**config.mk**
```make
export PLATFORM = sky130hd
export DESIGN_NAME = serial_adder
export DESIGN_NICKNAME = d
export VERILOG_FILES = /design/src/rtl/serial_adder.sv
export SDC_FILE = /design/constraint.sdc
export NUM_CORES = 1
export LEC_CHECK = 0
export CAP_MARGIN = 10
export CORE_UTILIZATION = 46
export DETAILED_ROUTE_END_ITERATION = 6
export GPL_ROUTABILITY_DRIVEN = 0
export GPL_TIMING_DRIVEN = 0
export PLACE_DENSITY = 0.78
export SLEW_MARGIN = 20
export SYNTH_ARGS = -nofsm -noshare
export SYNTH_HDL_FRONTEND = slang
export SYNTH_SLANG_ARGS = --single-unit
```
**constraint.sdc**
```tcl
create_clock -name clk -period 1.3 [get_ports clk]
set_input_delay 0.195 -clock clk [delete_from_list [all_inputs] [get_ports clk]]
set_output_delay 0.195 -clock clk [all_outputs]
set_load 0.1 [all_outputs]
```
**src/rtl/serial_adder.sv**
```systemverilog
// Bit-serial N-bit adder: one full-adder cell, LSB first, carry held in a flop.
// Optional subtract mode (a - b) is enabled by defining SERIAL_ADDER_SUB_EN.

module fa (
  input  logic a_i,
  input  logic b_i,
  input  logic ci_i,
  output logic s_o,
  output logic co_o
);

  assign s_o  = a_i ^ b_i ^ ci_i;
  assign co_o = (a_i & b_i) | (a_i & ci_i) | (b_i & ci_i);

endmodule

module serial_adder #(
  parameter int unsigned N = 8
) (
  input  logic         clk,
  input  logic         reset,
  input  logic         start,
  input  logic [N-1:0] a,
  input  logic [N-1:0] b,
  input  logic         c_in,
`ifdef SERIAL_ADDER_SUB_EN
  input  logic         sub,
`endif
  output logic         busy,
  output logic         done,
  output logic [N-1:0] sum,
  output logic         c_out,
  output logic         ovf
);

  localparam int unsigned CW = (N > 1) ? $clog2(N) : 1;

  typedef enum logic [1:0] {
    IDLE = 2'd0,
    RUN  = 2'd1,
    DONE = 2'd2
  } state_e;

  state_e         state_q, state_d;
  logic [N-1:0]   opa_q, opa_d;
  logic [N-1:0]   opb_q, opb_d;
  logic [N-1:0]   res_q, res_d;
  logic [N-1:0]   sum_q, sum_d;
  logic [CW-1:0]  cnt_q, cnt_d;
  logic           carry_q, carry_d;
  logic           cout_q, cout_d;
  logic           ovf_q, ovf_d;
  logic           busy_q, busy_d;
  logic           done_q, done_d;

  logic           fa_s_c;
  logic           fa_co_c;
  logic [N-1:0]   b_eff_c;
  logic           cin_eff_c;

  // Operand B / carry-in as loaded on start (inverted B plus one for subtract)
`ifdef SERIAL_ADDER_SUB_EN
  always_comb begin
    b_eff_c   = sub ? ~b : b;
    cin_eff_c = sub ? 1'b1 : c_in;
  end
`else
  always_comb begin
    b_eff_c   = b;
    cin_eff_c = c_in;
  end
`endif

  fa u_fa (
    .a_i  (opa_q[0]),
    .b_i  (opb_q[0]),
    .ci_i (carry_q),
    .s_o  (fa_s_c),
    .co_o (fa_co_c)
  );

  always_ff @(posedge clk or posedge reset) begin
    if (reset) begin
      state_q <= IDLE;
      opa_q   <= '0;
      opb_q   <= '0;
      res_q   <= '0;
      sum_q   <= '0;
      cnt_q   <= '0;
      carry_q <= 1'b0;
      cout_q  <= 1'b0;
      ovf_q   <= 1'b0;
      busy_q  <= 1'b0;
      done_q  <= 1'b0;
    end else begin
      state_q <= state_d;
      opa_q   <= opa_d;
      opb_q   <= opb_d;
      res_q   <= res_d;
      sum_q   <= sum_d;
      cnt_q   <= cnt_d;
      carry_q <= carry_d;
      cout_q  <= cout_d;
      ovf_q   <= ovf_d;
      busy_q  <= busy_d;
      done_q  <= done_d;
    end
  end

  always_comb begin
    state_d = state_q;
    opa_d   = opa_q;
    opb_d   = opb_q;
    res_d   = res_q;
    sum_d   = sum_q;
    cnt_d   = cnt_q;
    carry_d = carry_q;
    cout_d  = cout_q;
    ovf_d   = ovf_q;
    busy_d  = 1'b0;
    done_d  = 1'b0;

    unique case (state_q)
      IDLE: begin
        if (start) begin
          opa_d   = a;
          opb_d   = b_eff_c;
          carry_d = cin_eff_c;
          cnt_d   = '0;
          state_d = RUN;
          busy_d  = 1'b1;
        end
      end

      RUN: begin
        busy_d  = 1'b1;
        res_d   = {fa_s_c, res_q[N-1:1]};
        opa_d   = {1'b0, opa_q[N-1:1]};
        opb_d   = {1'b0, opb_q[N-1:1]};
        carry_d = fa_co_c;
        cnt_d   = cnt_q + CW'(1);
        // Last bit: carry_q is the carry into the MSB, fa_co_c the carry out of it
        if (cnt_q == CW'(N - 1)) begin
          state_d = DONE;
          busy_d  = 1'b0;
          done_d  = 1'b1;
          sum_d   = {fa_s_c, res_q[N-1:1]};
          cout_d  = fa_co_c;
          ovf_d   = carry_q ^ fa_co_c;
          cnt_d   = '0;
        end
      end

      DONE: begin
        state_d = IDLE;
      end

      default: begin
        state_d = IDLE;
      end
    endcase
  end

  assign busy  = busy_q;
  assign done  = done_q;
  assign sum   = sum_q;
  assign c_out = cout_q;
  assign ovf   = ovf_q;

endmodule

```
**Yosys cells after proc, flatten, opt, wreduce, memory -nomap -nowiden**

Index checks and enable logic that the tools add are counted.

- Reductions and logical operators: 5
- Muxes and demuxes: 17
- Bitwise operators: 8
- Add/subtract/negate cells: 1
- Equality and inequality tests: 4

Operators by type and width:

| kind | number |
|---|---|
| $pmux W8 S2 | 2 |
| $mux W8 | 2 |
| $mux W3 | 2 |
| $pmux W3 S2 | 1 |
| $reduce_and A2 Y1 | 3 |
| $mux W1 | 5 |
| $mux W2 | 2 |
| $ne A2 B2 Y1 const B | 2 |
| $pmux W1 S2 | 2 |
| $pmux W2 S2 | 1 |
| $add A3 B1 Y3 const B | 1 |
| $and A1 B1 Y1 | 3 |
| $eq A3 B3 Y1 const B | 1 |
| $xor A1 B1 Y1 | 3 |
| $eq A2 B1 Y1 const B | 1 |
| $logic_not A2 Y1 | 1 |
| $or A1 B1 Y1 | 2 |
| $reduce_bool A2 Y1 | 1 |

- Register bits after elaboration: 42
- Output and inout port bits: 12
- Logic and storage cells: 46

**Logic depth before layout (Yosys ltp)**

- Word-level depth: 4
- Mapped depth: 6
- Depth with buffers taken out: 5

**Modules after synthesis**

From an unflattened synthesis, not the netlist that was laid out.

- Cells, all modules: 156
- Area, all modules: 2010.7 um^2

Modules (own cells, without submodules):

| module | cells an instance | times used | seq. area each (um^2) | area each (um^2) |
|---|---|---|---|---|
| serial_adder | 155 | 1 | 1026.0 | 1990.7 |
| fa | 1 | 1 | 0.0 | 20.0 |

**Least setup slack after synthesis**

Ideal clock, no wire load.

- Path kind: register to register
- From: register cnt_q[0]
- To: register cout_q, in the netlist c_out
- Stages on the path, launching flop included: 6
- Setup slack: -152 ps
- Arrival: 1326 ps
- Period minus slack after synthesis: 1452 ps
- Path through: dfrtp_1 -> ha_1 -> ha_1 -> nand3b_4 -> buf_6 -> mux2_2

- Word-level cells in the longest chain between the ends: 2

Ends and longest elaborated chain:

| element | line | RTL |
|---|---|---|
| start: declaration | 49 | `logic [CW-1:0] cnt_q, cnt_d;` |
| start signal: assignment | 101 | `cnt_q <= cnt_d;` |
| $eq A3 B3 Y1 | 143 | `if (cnt_q == CW'(N - 1)) begin` |
| $reduce_and A2 Y1 (no line) | -- |  |
| end signal: assignment | 103 | `cout_q <= cout_d;` |
| end: declaration | 51 | `logic cout_q, cout_d;` |

Every way passes these cells.
A chain may end at the register's enable or synchronous reset.

**Final worst setup path**

- From: register cnt_q[0]
- To: register sum_q[1], in the netlist sum[1]

- Word-level cells in the longest chain between the ends: 2

Ends and longest elaborated chain:

| element | line | RTL |
|---|---|---|
| $eq A3 B3 Y1 | 143 |  |
| $reduce_and A2 Y1 (no line) | -- |  |
| end signal: assignment | 100 | `sum_q <= sum_d;` |
| end: declaration | 48 | `logic [N-1:0] sum_q, sum_d;` |

Every way passes these cells.

==> impl_results.md <==
* Status: complete, but fails checks
* Failing checks: negative setup slack
* Cell taking the most area after synthesis: dfrtp_1
* Post-synth ARST share at 1.00
* CP Launch Type: flop
* Vias in the first global route at between 1,000 and 1,500
* Switch share at 0.445
* Port Buf Inserts at 31
* CORE AREA at between 3000 and 4000 sq um
* Ranking of synthesized cells by area: dfrtp_1 57%, mux2_2 8.7%, o22ai_1 3.8%
* Syn nets at 171
* CTS tree: done
* Crit path capture type: flop
* Most common cell in the netlist: dfrtp_1
* Post-synth top cells: 41 x dfrtp_1, 15 x nor2_1, 14 x mux2_2
* Total clock buffers created by CTS at 5
* Combinational Power Share at 0.561
* Initial antenna violation count at 0
* Maximum VDD drop at between 1 and 1.5 mV
* Avg Vias per Cell at 5.45
* I/O pins at 32
* Post-place setup slack at -0.378 ns
* Min Tclk post-route at 1.42 ns
* Max-slew headroom at 0.682
* Slew @ Worst Pin at 0.476 ns
* H-tree levels at 2
* Layout Area Growth over Synthesis at 38.9%
* Post-DP HPWL at between 2000 and 3000 um
* Clk Latency, worst-skew pair at between 0.2 and 0.3 ns
* Max-Cap Viols at 0
* Average wire per standard cell at roughly 16 um
* Mean Syn Cell Area at ~12 sq um
* Critical path class: reg2reg
* Int Power at ~3.9 mW
* P_sw at between 3 and 4 mW
* Hold slack at between 0.2 and 0.25 ns
* Yosys top cell area share at 0.566
* Post-cts hold buffer count at 0
* Starting Density at 0.488
* DRC at 0
* Routed Antenna Nets at 0
* Critical Path Fanout Max at 9
* Hold crit path type: in2async
* Clk sinks at 41
* Final Hold Violating Endpoints at 0
* Max clock buf depth at 2
* Via count at roughly 1,300
* Tcrit/Tclk final at 1.10
* Final WS setup at -0.124 ns
* First-pass GRT wire length at 6240 um
* Largest net degree at the start of global routing at 22
* Final nets at between 200 and 250
* Synthesis-stage register bit count at 41
* Sequential area share after synthesis at 0.566
* Die Footprint at roughly 4200 sq um
* Root Buffer: clkbuf_8
* Layout cells sized above 1 at 0.404
* Setup-failing EPs final at 10
* Rows at 22
* RSZ-0062 raised after global routing: yes
* Number of synthesized flops with an enable pin at 0
* Drt total wl at a little under 4000 um
* Leakage at around 1.2 nW
* CTS clk-pin slew, worst paths at about 0.070 ns
* Yosys Warn Count at 0
* Worst EP required at approximately 1.5 ns
* Post-synthesis cell type count at 29
* First drt pass iteration count at 4
* Fmax at about 0.70 GHz
* Pwr dens at approximately 2800 nW/um^2
* Crit path DAT at 1.60 ns
* GRT Total Usage at 0.200
* Clock skew at around 0.0075 ns
* Global route overflow at 0
* Post-Syn Area at approximately 1800 sq um
* Slew Viols, Final at 0
* N_diodes at 0
* Primary FF master, synth: dfrtp_1
* Clock share of power at 0.107
* Gate count after technology mapping at approximately 150
* Sequential Power Share at 0.332
* DR iter-0 viols at 76
* Width of the die at roughly 65 um
* Die H at 64.8 um
[critical path, stage by stage (launching register included)]
cell and delay, ns:
dfrtp_1 0.42, ha_4 0.18, ha_4 0.17, nand3b_4 0.09
buf_8 0.15, mux2_4 0.30
[logic make-up after synthesis]
| logic type | Yosys count | synth area share |
|---|---|---|
| buf+inv | 19 | 0.0731 |
| flops | 41 | 0.566 |
| simple gates | 32 | 0.0932 |
| compound gates | 35 | 0.126 |
| xor+xnor | 1 | 0.00483 |
| fa+ha+maj | 3 | 0.0248 |
| mux | 17 | 0.112 |
[area by class of cell]
type	instances	area [sq um]
Timing Repair Buffer	40	385
Inverter	9	33.8
Multi-Input combinational cell	88	832
Clock inverter	1	5.00
Clock buffer	5	68.8
Fill cell	290	1200
Sequential cell	41	1030
Tap cell	48	60.1
Buffer	9	108
[cell usage in the layout, fill, tap and decap left out, types with 2 or more instances in the layout]
master / synthesis / final
buf_12: 0 / 2
buf_6: 6 / 4
nor3_2: 0 / 3
nand2b_4: 1 / 2
nand2_1: 5 / 5
ha_4: 0 / 2
a32oi_1: 2 / 2
clkbuf_4: 0 / 4
o22ai_1: 11 / 4
clkbuf_8: 0 / 5
buf_2: 1 / 9
o22ai_2: 0 / 7
nor3_1: 6 / 2
clkdlybuf4s50_1: 0 / 18
buf_8: 1 / 2
mux2_2: 14 / 5
a21oi_1: 12 / 10
a21oi_2: 0 / 2
inv_1: 8 / 7
a22o_1: 2 / 2
o32ai_1: 4 / 3
buf_4: 1 / 6
mux2_4: 3 / 12
dfrtp_1: 41 / 41
nor2_1: 15 / 15
a22oi_1: 2 / 2
[metrics by stage]
stage	utilization	setup TNS [ns]	instance area, sq um	instances	power [mW]
after CTS	0.637	-1.00	2370	237	6.63
after global routing	0.678	-1.88	2520	241	7.38
after detailed placement	0.605	-8.40	2250	228	5.79
after global placement	0.598	-32.02	2220	227	5.63
final	0.678	-0.957	2520	241	6.97
after floorplan	-	-0.406	1850	148	4.98
[layer usage]
metal	vias up	track usage	part of all wire
met4	0	0.0889	0.022
met3	9	0.0599	0.056
met5	-	0	0
li1	613	-	-
met1	649	0.238	0.41
met2	42	0.331	0.52
[final timing paths]
path,start,slack (ns),cells after the start,end
max in group asynchronous,reset,0.58,3,opa_q[1]$_DFFE_PP0P_
max,cnt_q[0]$_DFFE_PP0P_,-0.12,5,sum[1]$_DFFE_PP0P_
max reg2reg,cnt_q[0]$_DFFE_PP0P_,-0.12,5,sum[1]$_DFFE_PP0P_
min reg2reg,ovf$_DFFE_PP0P_,0.50,2,ovf$_DFFE_PP0P_
min in group clk,start,0.40,3,opb_q[7]$_DFFE_PP0P_
min,reset,0.25,2,sum[1]$_DFFE_PP0P_
[power groups by stage]
stage	sequential, mW	combinational, mW	clock, mW
6_report	2.31	3.91	0.749
5_1_grt	2.38	4.17	0.824
4_1_cts	2.27	3.60	0.767
3_5_place_dp	2.27	3.52	0
3_3_place_gp	2.22	3.41	0
2_1_floorplan	3.37	1.61	0
[registers in the layout (all words and copies together) (netlist names)]
name,cells
carry_q,1
res_q,7
busy,1
opb_q,8
sum,8
c_out,1
state_q,2
cnt_q,3
ovf,1
done,1
opa_q,8
[repair_timing]
action | in CTS | in global routing
cloned | 1 | 0
buffers inserted | 3 | 4
pin swaps | 1 | 4
endpoints found under the setup margin | 29 | 31
gates resized for setup | 71 | 25
No activity file was read; power rests on OpenSTA's default activity.
